`src/rtl/cpu_pkg.sv`:
```
// Shared encodings for the MiniRiscV multi-cycle controller: opcodes, FSM states,
// instruction classes and ALU operation codes.
package cpu_pkg;

    localparam logic [6:0] OP_LOAD   = 7'b0000011;
    localparam logic [6:0] OP_STORE  = 7'b0100011;
    localparam logic [6:0] OP_BRANCH = 7'b1100011;
    localparam logic [6:0] OP_RTYPE  = 7'b0110011;
    localparam logic [6:0] OP_ITYPE  = 7'b0010011;

    typedef enum logic [2:0] {
        FETCH  = 3'd0,
        DECODE = 3'd1,
        EXEC   = 3'd2,
        MEM    = 3'd3,
        WB     = 3'd4,
        HALT   = 3'd5
    } state_t;

    typedef enum logic [2:0] {
        LOAD   = 3'd0,
        STORE  = 3'd1,
        BRANCH = 3'd2,
        RTYPE  = 3'd3,
        ITYPE  = 3'd4,
        OTHER  = 3'd5
    } iclass_t;

    localparam logic [1:0] ALU_LDST   = 2'b00;
    localparam logic [1:0] ALU_BRANCH = 2'b01;
    localparam logic [1:0] ALU_ARITH  = 2'b10;
    localparam logic [1:0] ALU_OTHER  = 2'b11;

    function automatic iclass_t classify(input logic [6:0] op);
        case (op)
            OP_LOAD:   return LOAD;
            OP_STORE:  return STORE;
            OP_BRANCH: return BRANCH;
            OP_RTYPE:  return RTYPE;
            OP_ITYPE:  return ITYPE;
            default:   return OTHER;
        endcase
    endfunction

    function automatic logic [1:0] alu_op_of(input iclass_t c);
        case (c)
            LOAD, STORE:  return ALU_LDST;
            BRANCH:       return ALU_BRANCH;
            RTYPE, ITYPE: return ALU_ARITH;
            default:      return ALU_OTHER;
        endcase
    endfunction

    function automatic logic uses_imm(input iclass_t c);
        return (c == LOAD) || (c == STORE) || (c == ITYPE);
    endfunction

endpackage

```
`src/rtl/mem_wait_timer.sv`:
```
// Counts cycles a memory request waits unacknowledged; flags the cycle that would be
// the WAIT_TIMEOUT-th wait cycle. WAIT_TIMEOUT = 0 never expires.
module mem_wait_timer #(
    parameter int WAIT_TIMEOUT = 16
) (
    input  logic clk,
    input  logic rst,
    input  logic clear,
    input  logic en,
    output logic expired
);

    localparam int CW = (WAIT_TIMEOUT > 1) ? $clog2(WAIT_TIMEOUT) : 1;
    localparam logic [CW-1:0] LAST = CW'((WAIT_TIMEOUT > 0) ? WAIT_TIMEOUT - 1 : 0);

    logic [CW-1:0] cnt;

    always_ff @(posedge clk or posedge rst) begin
        if (rst)
            cnt <= '0;
        else if (clear)
            cnt <= '0;
        else if (en && (cnt != LAST))
            cnt <= cnt + CW'(1);
    end

    // cnt holds the wait cycles already completed, so this cycle is wait number cnt+1
    assign expired = (WAIT_TIMEOUT > 0) && en && (cnt == LAST);

endmodule

```
`src/rtl/multicycle_ctrl.sv`:
```
// Moore multi-cycle sequencer (FETCH/DECODE/EXEC/MEM/WB/HALT) with memory wait timeout.
// Define ILLEGAL_TRAP_EN to trap unknown opcodes into HALT with a sticky illegal flag.
module multicycle_ctrl
    import cpu_pkg::*;
#(
    parameter int WAIT_TIMEOUT = 16,
    parameter int CNT_W        = 32
) (
    input  logic             clk,
    input  logic             rst,
    input  logic [6:0]       opcode,
    input  logic             zero,
    input  logic             imem_ready,
    input  logic             dmem_ready,
    output logic             imem_req,
    output logic             dmem_req,
    output logic             dmem_we,
    output logic             ir_we,
    output logic             pc_we,
    output logic             pc_src,
    output logic             reg_we,
    output logic             mem_to_reg,
    output logic             alu_src,
    output logic [1:0]       alu_op,
    output logic             instr_done,
    output logic             bus_err,
    output logic [CNT_W-1:0] retire_cnt,
`ifdef ILLEGAL_TRAP_EN
    output logic             illegal,
`endif
    output logic [2:0]       state
);

    state_t           state_q, state_d;
    iclass_t          cls_q;
    logic             bus_err_q;
    logic [CNT_W-1:0] cnt_q;
    logic             wait_en, expired;

    assign wait_en = ((state_q == FETCH) && !imem_ready) ||
                     ((state_q == MEM)   && !dmem_ready);

    mem_wait_timer #(.WAIT_TIMEOUT(WAIT_TIMEOUT)) u_timer (
        .clk     (clk),
        .rst     (rst),
        .clear   (state_d != state_q),
        .en      (wait_en),
        .expired (expired)
    );

    always_ff @(posedge clk or posedge rst) begin
        if (rst) begin
            state_q   <= FETCH;
            cls_q     <= LOAD;
            bus_err_q <= 1'b0;
            cnt_q     <= '0;
        end else begin
            state_q <= state_d;
            if (state_q == DECODE)
                cls_q <= classify(opcode);
            if (expired)
                bus_err_q <= 1'b1;
            if (instr_done)
                cnt_q <= cnt_q + CNT_W'(1);
        end
    end

`ifdef ILLEGAL_TRAP_EN
    logic illegal_q;

    always_ff @(posedge clk or posedge rst) begin
        if (rst)
            illegal_q <= 1'b0;
        else if ((state_q == EXEC) && (cls_q == OTHER))
            illegal_q <= 1'b1;
    end

    assign illegal = illegal_q;
`endif

    // Every enable is held low while rst is high, so a mid-transaction reset drops requests at once
    always_comb begin
        state_d    = state_q;
        imem_req   = 1'b0;
        dmem_req   = 1'b0;
        dmem_we    = 1'b0;
        ir_we      = 1'b0;
        pc_we      = 1'b0;
        pc_src     = 1'b0;
        reg_we     = 1'b0;
        mem_to_reg = 1'b0;
        alu_src    = 1'b0;
        alu_op     = 2'b00;
        instr_done = 1'b0;
        if (!rst) begin
            case (state_q)
                FETCH: begin
                    imem_req = 1'b1;
                    if (imem_ready) begin
                        ir_we   = 1'b1;
                        state_d = DECODE;
                    end else if (expired) begin
                        state_d = HALT;
                    end
                end
                DECODE: state_d = EXEC;
                EXEC: begin
                    alu_op  = alu_op_of(cls_q);
                    alu_src = uses_imm(cls_q);
                    case (cls_q)
                        BRANCH: begin
                            pc_we      = 1'b1;
                            pc_src     = zero;
                            instr_done = 1'b1;
                            state_d    = FETCH;
                        end
                        LOAD, STORE:  state_d = MEM;
                        RTYPE, ITYPE: state_d = WB;
                        default: begin
`ifdef ILLEGAL_TRAP_EN
                            state_d = HALT;
`else
                            pc_we      = 1'b1;
                            instr_done = 1'b1;
                            state_d    = FETCH;
`endif
                        end
                    endcase
                end
                MEM: begin
                    alu_op   = alu_op_of(cls_q);
                    alu_src  = uses_imm(cls_q);
                    dmem_req = 1'b1;
                    dmem_we  = (cls_q == STORE);
                    if (dmem_ready) begin
                        if (cls_q == STORE) begin
                            pc_we      = 1'b1;
                            instr_done = 1'b1;
                            state_d    = FETCH;
                        end else begin
                            state_d = WB;
                        end
                    end else if (expired) begin
                        state_d = HALT;
                    end
                end
                WB: begin
                    alu_op     = alu_op_of(cls_q);
                    alu_src    = uses_imm(cls_q);
                    reg_we     = 1'b1;
                    mem_to_reg = (cls_q == LOAD);
                    pc_we      = 1'b1;
                    instr_done = 1'b1;
                    state_d    = FETCH;
                end
                default: state_d = HALT;
            endcase
        end
    end

    assign bus_err    = bus_err_q;
    assign retire_cnt = cnt_q;
    assign state      = state_q;

endmodule

```
`config.mk`:
```
export PLATFORM = sky130hd
export DESIGN_NAME = multicycle_ctrl
export DESIGN_NICKNAME = d
export VERILOG_FILES = /design/src/rtl/cpu_pkg.sv /design/src/rtl/mem_wait_timer.sv /design/src/rtl/multicycle_ctrl.sv
export SDC_FILE = /design/constraint.sdc
export NUM_CORES = 1
export LEC_CHECK = 0
export ABC_AREA = 1
export ABC_CLOCK_PERIOD_IN_PS = 5300
export CAP_MARGIN = 20
export CORE_UTILIZATION = 56
export DETAILED_ROUTE_END_ITERATION = 8
export PLACE_DENSITY = 0.95
export SYNTH_ARGS = -nofsm -noshare
export SYNTH_HDL_FRONTEND = slang
export SYNTH_HIERARCHICAL = 1
export SYNTH_SLANG_ARGS = --single-unit
export TNS_END_PERCENT = 50
```
`constraint.sdc`:
```
create_clock -name clk -period 5.3 [get_ports clk]
set_input_delay 1.06 -clock clk [delete_from_list [all_inputs] [get_ports clk]]
set_output_delay 1.06 -clock clk [all_outputs]
set_load 0.02 [all_outputs]
```
==> results of run 1 <==
## worst reg2reg max path, stage by stage, from the launching register on
cell	delay (ns)
dfrtp_1	0.50
inv_1	0.24
nand3_1	0.23
o21ai_0	0.39
inv_1	0.08
nor2_1	0.25
inv_1	0.11
nand2_1	0.07
nand3_1	0.07
nand2_1	0.08
inv_1	0.05
nand2_1	0.08
nand3_1	0.08
nand2_1	0.10
nor2_1	0.05
nand2_1	0.06
inv_2	0.06
nand2_2	0.08
clkinv_2	0.07
nand2_1	0.06
nand2_1	0.05
## power groups by stage
stage	Sequential (mW)	Combinational (mW)	Clock (mW)
3_3_place_gp	0.450	0.520	0
4_1_cts	0.448	0.541	0.267
3_5_place_dp	0.453	0.540	0
2_1_floorplan	0.467	0.365	0
6_report	0.450	0.541	0.263
5_1_grt	0.456	0.596	0.281
## routing by layer
metal	GRT usage	wire, µm	vias to the layer above
met5	0	0	-
met4	0.06790	108	0
met3	0.04233	440	13
met2	0.4772	3599	99
met1	0.3866	3429	1435
li1	-	-	1566
## sequential cells by signal (all words and copies together), names as in the netlist
| register | flops |
|---|---|
| state | 3 |
| retire_cnt | 32 |
| bus_err | 1 |
| cls_q | 3 |
| u_timer/cnt | 4 |
## cell type report
type,instances,area share
sequential,43,0.2889
clock inverter,2,0.009405
inverter,31,0.03158
multi-input combinational,383,0.4619
tap,70,0.02351
timing repair buffer,61,0.1626
clock buffer,6,0.02217
## cells by family (layout without fill, tap and decap cells)
logic type               after synthesis  count (layout)  synth area share
AO/OA/AOI/OAI                         18              18           0.03610
XOR/XNOR                              17              17           0.04938
adder cells (fa/ha/maj)                2               2          0.008297
buffers and inverters                 42             100           0.07261
flip-flops                            43              43            0.3568
AND/OR/NAND/NOR                      346             346            0.4768
## placed cells by master, fill, tap and decap left out, drive strengths merged
| master | n |
|---|---|
| or2 | 1 |
| nand3 | 22 |
| bufinv | 1 |
| nor2 | 74 |
| inv | 29 |
| a21oi | 3 |
| dfrtp | 43 |
| clkinv | 3 |
| nor4 | 3 |
| buf | 2 |
| o21a | 2 |
| ha | 2 |
| nand2 | 221 |
| nand4 | 8 |
| xnor2 | 5 |
| clkdlybuf4s50 | 59 |
| clkbuf | 6 |
| nand3b | 14 |
| o21ai | 12 |
| nor3 | 3 |
| o31ai | 1 |
| xor2 | 12 |
## final timing paths
check,end,slack (ns),startpoint
setup / recovery,alu_op[1],1.14,rst
hold / removal,retire_cnt[31]$_DFFE_PP0P_,0.54,retire_cnt[31]$_DFFE_PP0P_
setup reg to reg,u_timer/cnt[3]$_DFFE_PP0P_,2.45,state[2]$_DFF_PP0_
hold reg to reg,retire_cnt[31]$_DFFE_PP0P_,0.54,retire_cnt[31]$_DFFE_PP0P_
max in group asynchronous,retire_cnt[28]$_DFFE_PP0P_,3.35,rst
min in group asynchronous,u_timer/cnt[2]$_DFFE_PP0P_,1.22,rst
==> run summary, run 1 <==
CTS buffer count = 5
WP depth = 7
Multi-input gate area = 0.001720 mm²
top-count cell post-synth = nand2_1
final count of hold timing violations = 0
Fillers = 439
vias = 3,113
nets = 539
synth unique cells = 29
DRT Pass-1 Iters = 5
H-tree levels = 2
crit path kind = in2out
final instance area = 0.003725 mm²
HP Class = reg2reg
clock share of power = 0.210
slew margin rel. = 0.6834
Synth Cell Area = 0.003015 mm²
Seq cells post-synth = 43
combinational share of power = 0.432
cts hold-fix bufs = 0
Antenna Nets Post-Route = 0
min setup slack post-route = 1.143 ns
max cap viols = 0
layout cells sized above 1 = 0.04943
status = complete, no violations
Clock Latency Late Sink = 0.30 ns
ys async rst share = 1.000
CTS tree = yes
Max Fanout on Critical Path = 10
Fmax achieved = 240.6 MHz
final std cells w/o fill = 596
Core ar. = 0.005140 mm²
number of port buffers = 59
Initial Util = 0.5867
Max IR drop VDD = 0.2046 mV
DR iter-0 viols = 251
Die H = 75.38 µm
Worst path max stage delay = 0.68 ns
Pwr Total = 1.254 mW
# setup viols final = 0
largest cells by area after synthesis = dfrtp_1, nand2_1, nor2_1, nand3_1, nand3b_1
cell taking the most area after synthesis = dfrtp_1
part of the cycle the worst path needs = 0.7843
root buf cell = clkbuf_8
DP HPWL = 5742 µm
Die W = 75.38 µm
Syn Nets = 482
Commonest cells post-synth = nand2_1, nor2_1, dfrtp_1, inv_1, nand3_1
worst path required time = 4.24 ns
placed cell area = 0.003607 mm²
antenna violations before repair = 0
Fin Clk Skew = 0.007548 ns
first-pass GRT wire length = 12,520 µm
largest net degree at the start of global routing = 41
CP endpoint kind = primary output
PwrDens = 336.7 mW/mm²
EDFF count, synth = 0
clock sink count = 43
WL/cell = 12.71 µm
post-synthesis sequential area ratio = 0.3568
Pint = 0.7260 mW
Finished Core Util = 0.7247
# diodes = 0
P_sw = 0.5282 mW
Post-CTS Setup Inserts = 0
CP bufs+invs = 4
Reg clk slew, reported paths = 0.08 ns
Rows = 26
DRC viols = 0
vias in the first global route = 2,796
Syn Inst Count = 468
slowest stage cell, crit path = clkdlybuf4s50_1
CTS resizes = 0
via-per-instance ratio = 5.223
GRT overflow = 0
Max Buffers Root-to-Sink = 2
Final Hold Slack = 0.5379 ns
top cell type's share of synthesized area = 0.3568
Yosys Warn Count = 6
R2R cell count = 20
pins over their slew limit = 0
WHS Path Cells = 2
RSZ-0062 raised after global routing = false
min Tclk post-route = 4.157 ns
P_leak = 1.736 nW
worst slew pin tran = 0.4749 ns
dpl cells = 588
IO Pins = 60
Primary FF master, synth = dfrtp_1
Mean Syn Cell Area = 6.443 µm²
GPL Wtd Cong = 0.9680
Sw Ratio = 0.4212
Setup TNS = 0 ns
DRT Wirelength = 7577 µm
Reg power frac = 0.358
Die ar. = 0.005682 mm²
area grow syn2layout = 23.53%
delay-heaviest family, CP = buffers and inverters
worst path arrival time = 3.10 ns
GRT Total Usage = 0.2837
Worst setup SP type = primary input
Place WS = 1.132 ns
Sequential Area = 0.001076 mm²
CP dominant cell by count = clkdlybuf4s50_1
CP Cell Sequence = clkdlybuf4s50_1 -> clkinv_1 -> nand2_1 -> inv_1 -> o21ai_0 -> nor3_1 -> clkdlybuf4s50_1
Power figures use the tool's default switching activity.
==> run 2, diff against run 1 <==
- ABC_CLOCK_PERIOD_IN_PS: 5300 -> 4100
- CORE_UTILIZATION: 56 -> 52
- PLACE_DENSITY: 0.95 -> 0.91
- clock period: 5.3 -> 4.1 ns (I/O delays scaled with it)
==> run 2 against run 1 <==
Effect of this change: non-clock buffer count rose by 3; wire length rose by 2.0%; hold slack got worse by 0.052 ns; combinational power rose by 32%; die area rose by 7.5%; core utilization fell by 4.4 points; sequential power rose by 29%; sequential share of layout area fell by 0.34 points; first-iteration DRC count rose by 8.8%; global-route usage fell by 1.7 points; clock power rose by 51%.
==> run summary, run 2 (synthesized netlist as in run 1, its figures left out) <==
Fillers = 504 (+15%)
final std cells w/o fill = 601 (+0.84%)
HP Class = reg2reg
WL/cell = 12.86 µm (+1.1%)
layout cells sized above 1 = 0.05482 (+0.005391)
worst slew pin tran = 0.4121 ns (-0.06280 ns)
clock sink count = 43 (unchanged)
Final Hold Slack = 0.4860 ns (-0.05185 ns)
# setup viols final = 0 (unchanged)
nets = 542 (+0.56%)
clock share of power = 0.234 (+0.024)
Die H = 78.15 µm (+3.7%)
Rows = 27 (+3.8%)
IO Pins = 60 (unchanged)
root buf cell = clkbuf_8
placed cell area = 0.003632 mm² (+0.69%)
Crit. Startpoint = rst
Finished Core Util = 0.6802 (-0.04447)
vias = 3,118 (+0.16%)
GPL Wtd Cong = 0.9536 (-1.5%)
delay-heaviest family, CP = buffers and inverters
DRC viols = 0 (unchanged)
Max Fanout on Critical Path = 9 (-1)
CTS buffer count = 5 (unchanged)
CP endpoint kind = primary output
GRT Total Usage = 0.2668 (-0.01694)
cts hold-fix bufs = 0 (unchanged)
Sw Ratio = 0.4149 (-0.006295)
PwrDens = 448.7 mW/mm² (+33%)
max cap viols = 0 (unchanged)
DP HPWL = 5870 µm (+2.2%)
dpl cells = 593 (+0.85%)
Max IR drop VDD = 0.3136 mV (+53%)
pins over their slew limit = 0 (unchanged)
status = complete, no violations
part of the cycle the worst path needs = 0.8368
Die W = 78.15 µm (+3.7%)
combinational share of power = 0.422 (-0.010)
Pwr Total = 1.691 mW (+35%)
number of port buffers = 59 (unchanged)
Reg clk slew, reported paths = 0.09 ns (about the same)
Pint = 0.9894 mW (+36%)
final count of hold timing violations = 0 (unchanged)
CP bufs+invs = 4 (unchanged)
max FFs per register = 32 (unchanged)
CTS resizes = 0 (unchanged)
slew margin rel. = 0.7242 (+0.04085)
commonest non-fill, non-tap cell in the layout = nand2_1
Reg power frac = 0.344 (-0.014)
final instance area = 0.003769 mm² (+1.2%)
H-tree levels = 2 (unchanged)
most frequent cells in the layout = nand2_1, nor2_1, clkdlybuf4s50_1
CTS tree = yes
min setup slack post-route = 0.6691 ns (-0.4744 ns)
Max Buffers Root-to-Sink = 2 (unchanged)
worst path required time = 3.28 ns (-0.96 ns)
hold_sp = bus_err$_DFFE_PP0P_
CP dominant cell by count = clkdlybuf4s50_1
area grow syn2layout = 24.98%
Reg-to-Reg Start = state[2]$_DFF_PP0_
Worst path max stage delay = 0.56 ns (-0.12 ns)
Core ar. = 0.005540 mm² (+7.8%)
Post-CTS Setup Inserts = 0 (unchanged)
min Tclk post-route = 3.431 ns
first-pass GRT wire length = 13,090 µm (+4.6%)
Fin Clk Skew = 0.009486 ns (+0.001938 ns)
crit path kind = in2out
RSZ-0062 raised after global routing = false
Place WS = 0.6737 ns (-0.4578 ns)
antenna violations before repair = 0 (unchanged)
DRT Pass-1 Iters = 5 (unchanged)
slowest stage cell, crit path = clkdlybuf4s50_1
DRT Wirelength = 7728 µm (+2.0%)
vias in the first global route = 2,938 (+5.1%)
Worst setup SP type = primary input
P_sw = 0.7015 mW (+33%)
GRT overflow = 0 (unchanged)
CP Cell Sequence = clkdlybuf4s50_1 -> clkinv_1 -> nand2_1 -> inv_1 -> o21ai_0 -> nor3_1 -> clkdlybuf4s50_1
worst path arrival time = 2.61 ns (-0.49 ns)
Clock Latency Late Sink = 0.30 ns (about the same)
# diodes = 0 (unchanged)
Antenna Nets Post-Route = 0 (unchanged)
via-per-instance ratio = 5.188 (-0.67%)
Setup TNS = 0 ns (unchanged)
Die ar. = 0.006107 mm² (+7.5%)
Initial Util = 0.5443 (-0.04240)
largest net degree at the start of global routing = 38 (-7.3%)
Fmax achieved = 291.5 MHz
P_leak = 1.754 nW (+1.0%)
DR iter-0 viols = 273 (+8.8%)
run 2: changes by cell type in the layout (fill, tap and decap cells not counted):
| cell | change |
|---|---|
| clkbuf_8 | -1 |
| clkinvlp_4 | +1 |
| buf_4 | +3 |
| clkinv_2 | -1 |
| bufinv_16 | +1 |
run 2: cell type report:
class / count / area, µm² / area share
Clock buffer: 5 / 68.82 / 0.01826
Inverter: 31 / 117.6 / 0.03121
Multi-Input combinational cell: 383 / 1720 / 0.4565
Tap cell: 72 / 90.09 / 0.02390
Timing Repair Buffer: 64 / 628.1 / 0.1667
Sequential cell: 43 / 1076 / 0.2855
Clock inverter: 3 / 67.56 / 0.01793
run 2: power groups by stage:
| stage | logic [mW] | clock network, mW | registers (mW) |
|---|---|---|---|
| finish | 0.713 | 0.396 | 0.582 |
| global route | 0.783 | 0.419 | 0.593 |
| CTS | 0.713 | 0.399 | 0.578 |
| detailed placement | 0.709 | 0 | 0.584 |
| global placement | 0.688 | 0 | 0.584 |
| floorplan | 0.472 | 0 | 0.604 |
run 2: worst paths after layout:
check,cells past startpoint,endpoint,slack [ns]
max in group asynchronous,3,retire_cnt[27]$_DFFE_PP0P_,2.81
max,7,alu_op[1],0.67
min in group asynchronous,2,cls_q[2]$_DFFE_PP0P_,0.77
max reg2reg,20,u_timer/cnt[3]$_DFFE_PP0P_,1.37
min reg2reg,1,bus_err$_DFFE_PP0P_,0.49
min,1,bus_err$_DFFE_PP0P_,0.49
run 2: metal layers:
metal / track usage / vias to the layer above / part of all wire
met5: 0 / - / 0
met4: 0.07778 / 0 / 0.014
met3: 0.02442 / 11 / 0.063
met2: 0.4386 / 120 / 0.47
met1: 0.3737 / 1401 / 0.46
li1: - / 1586 / -
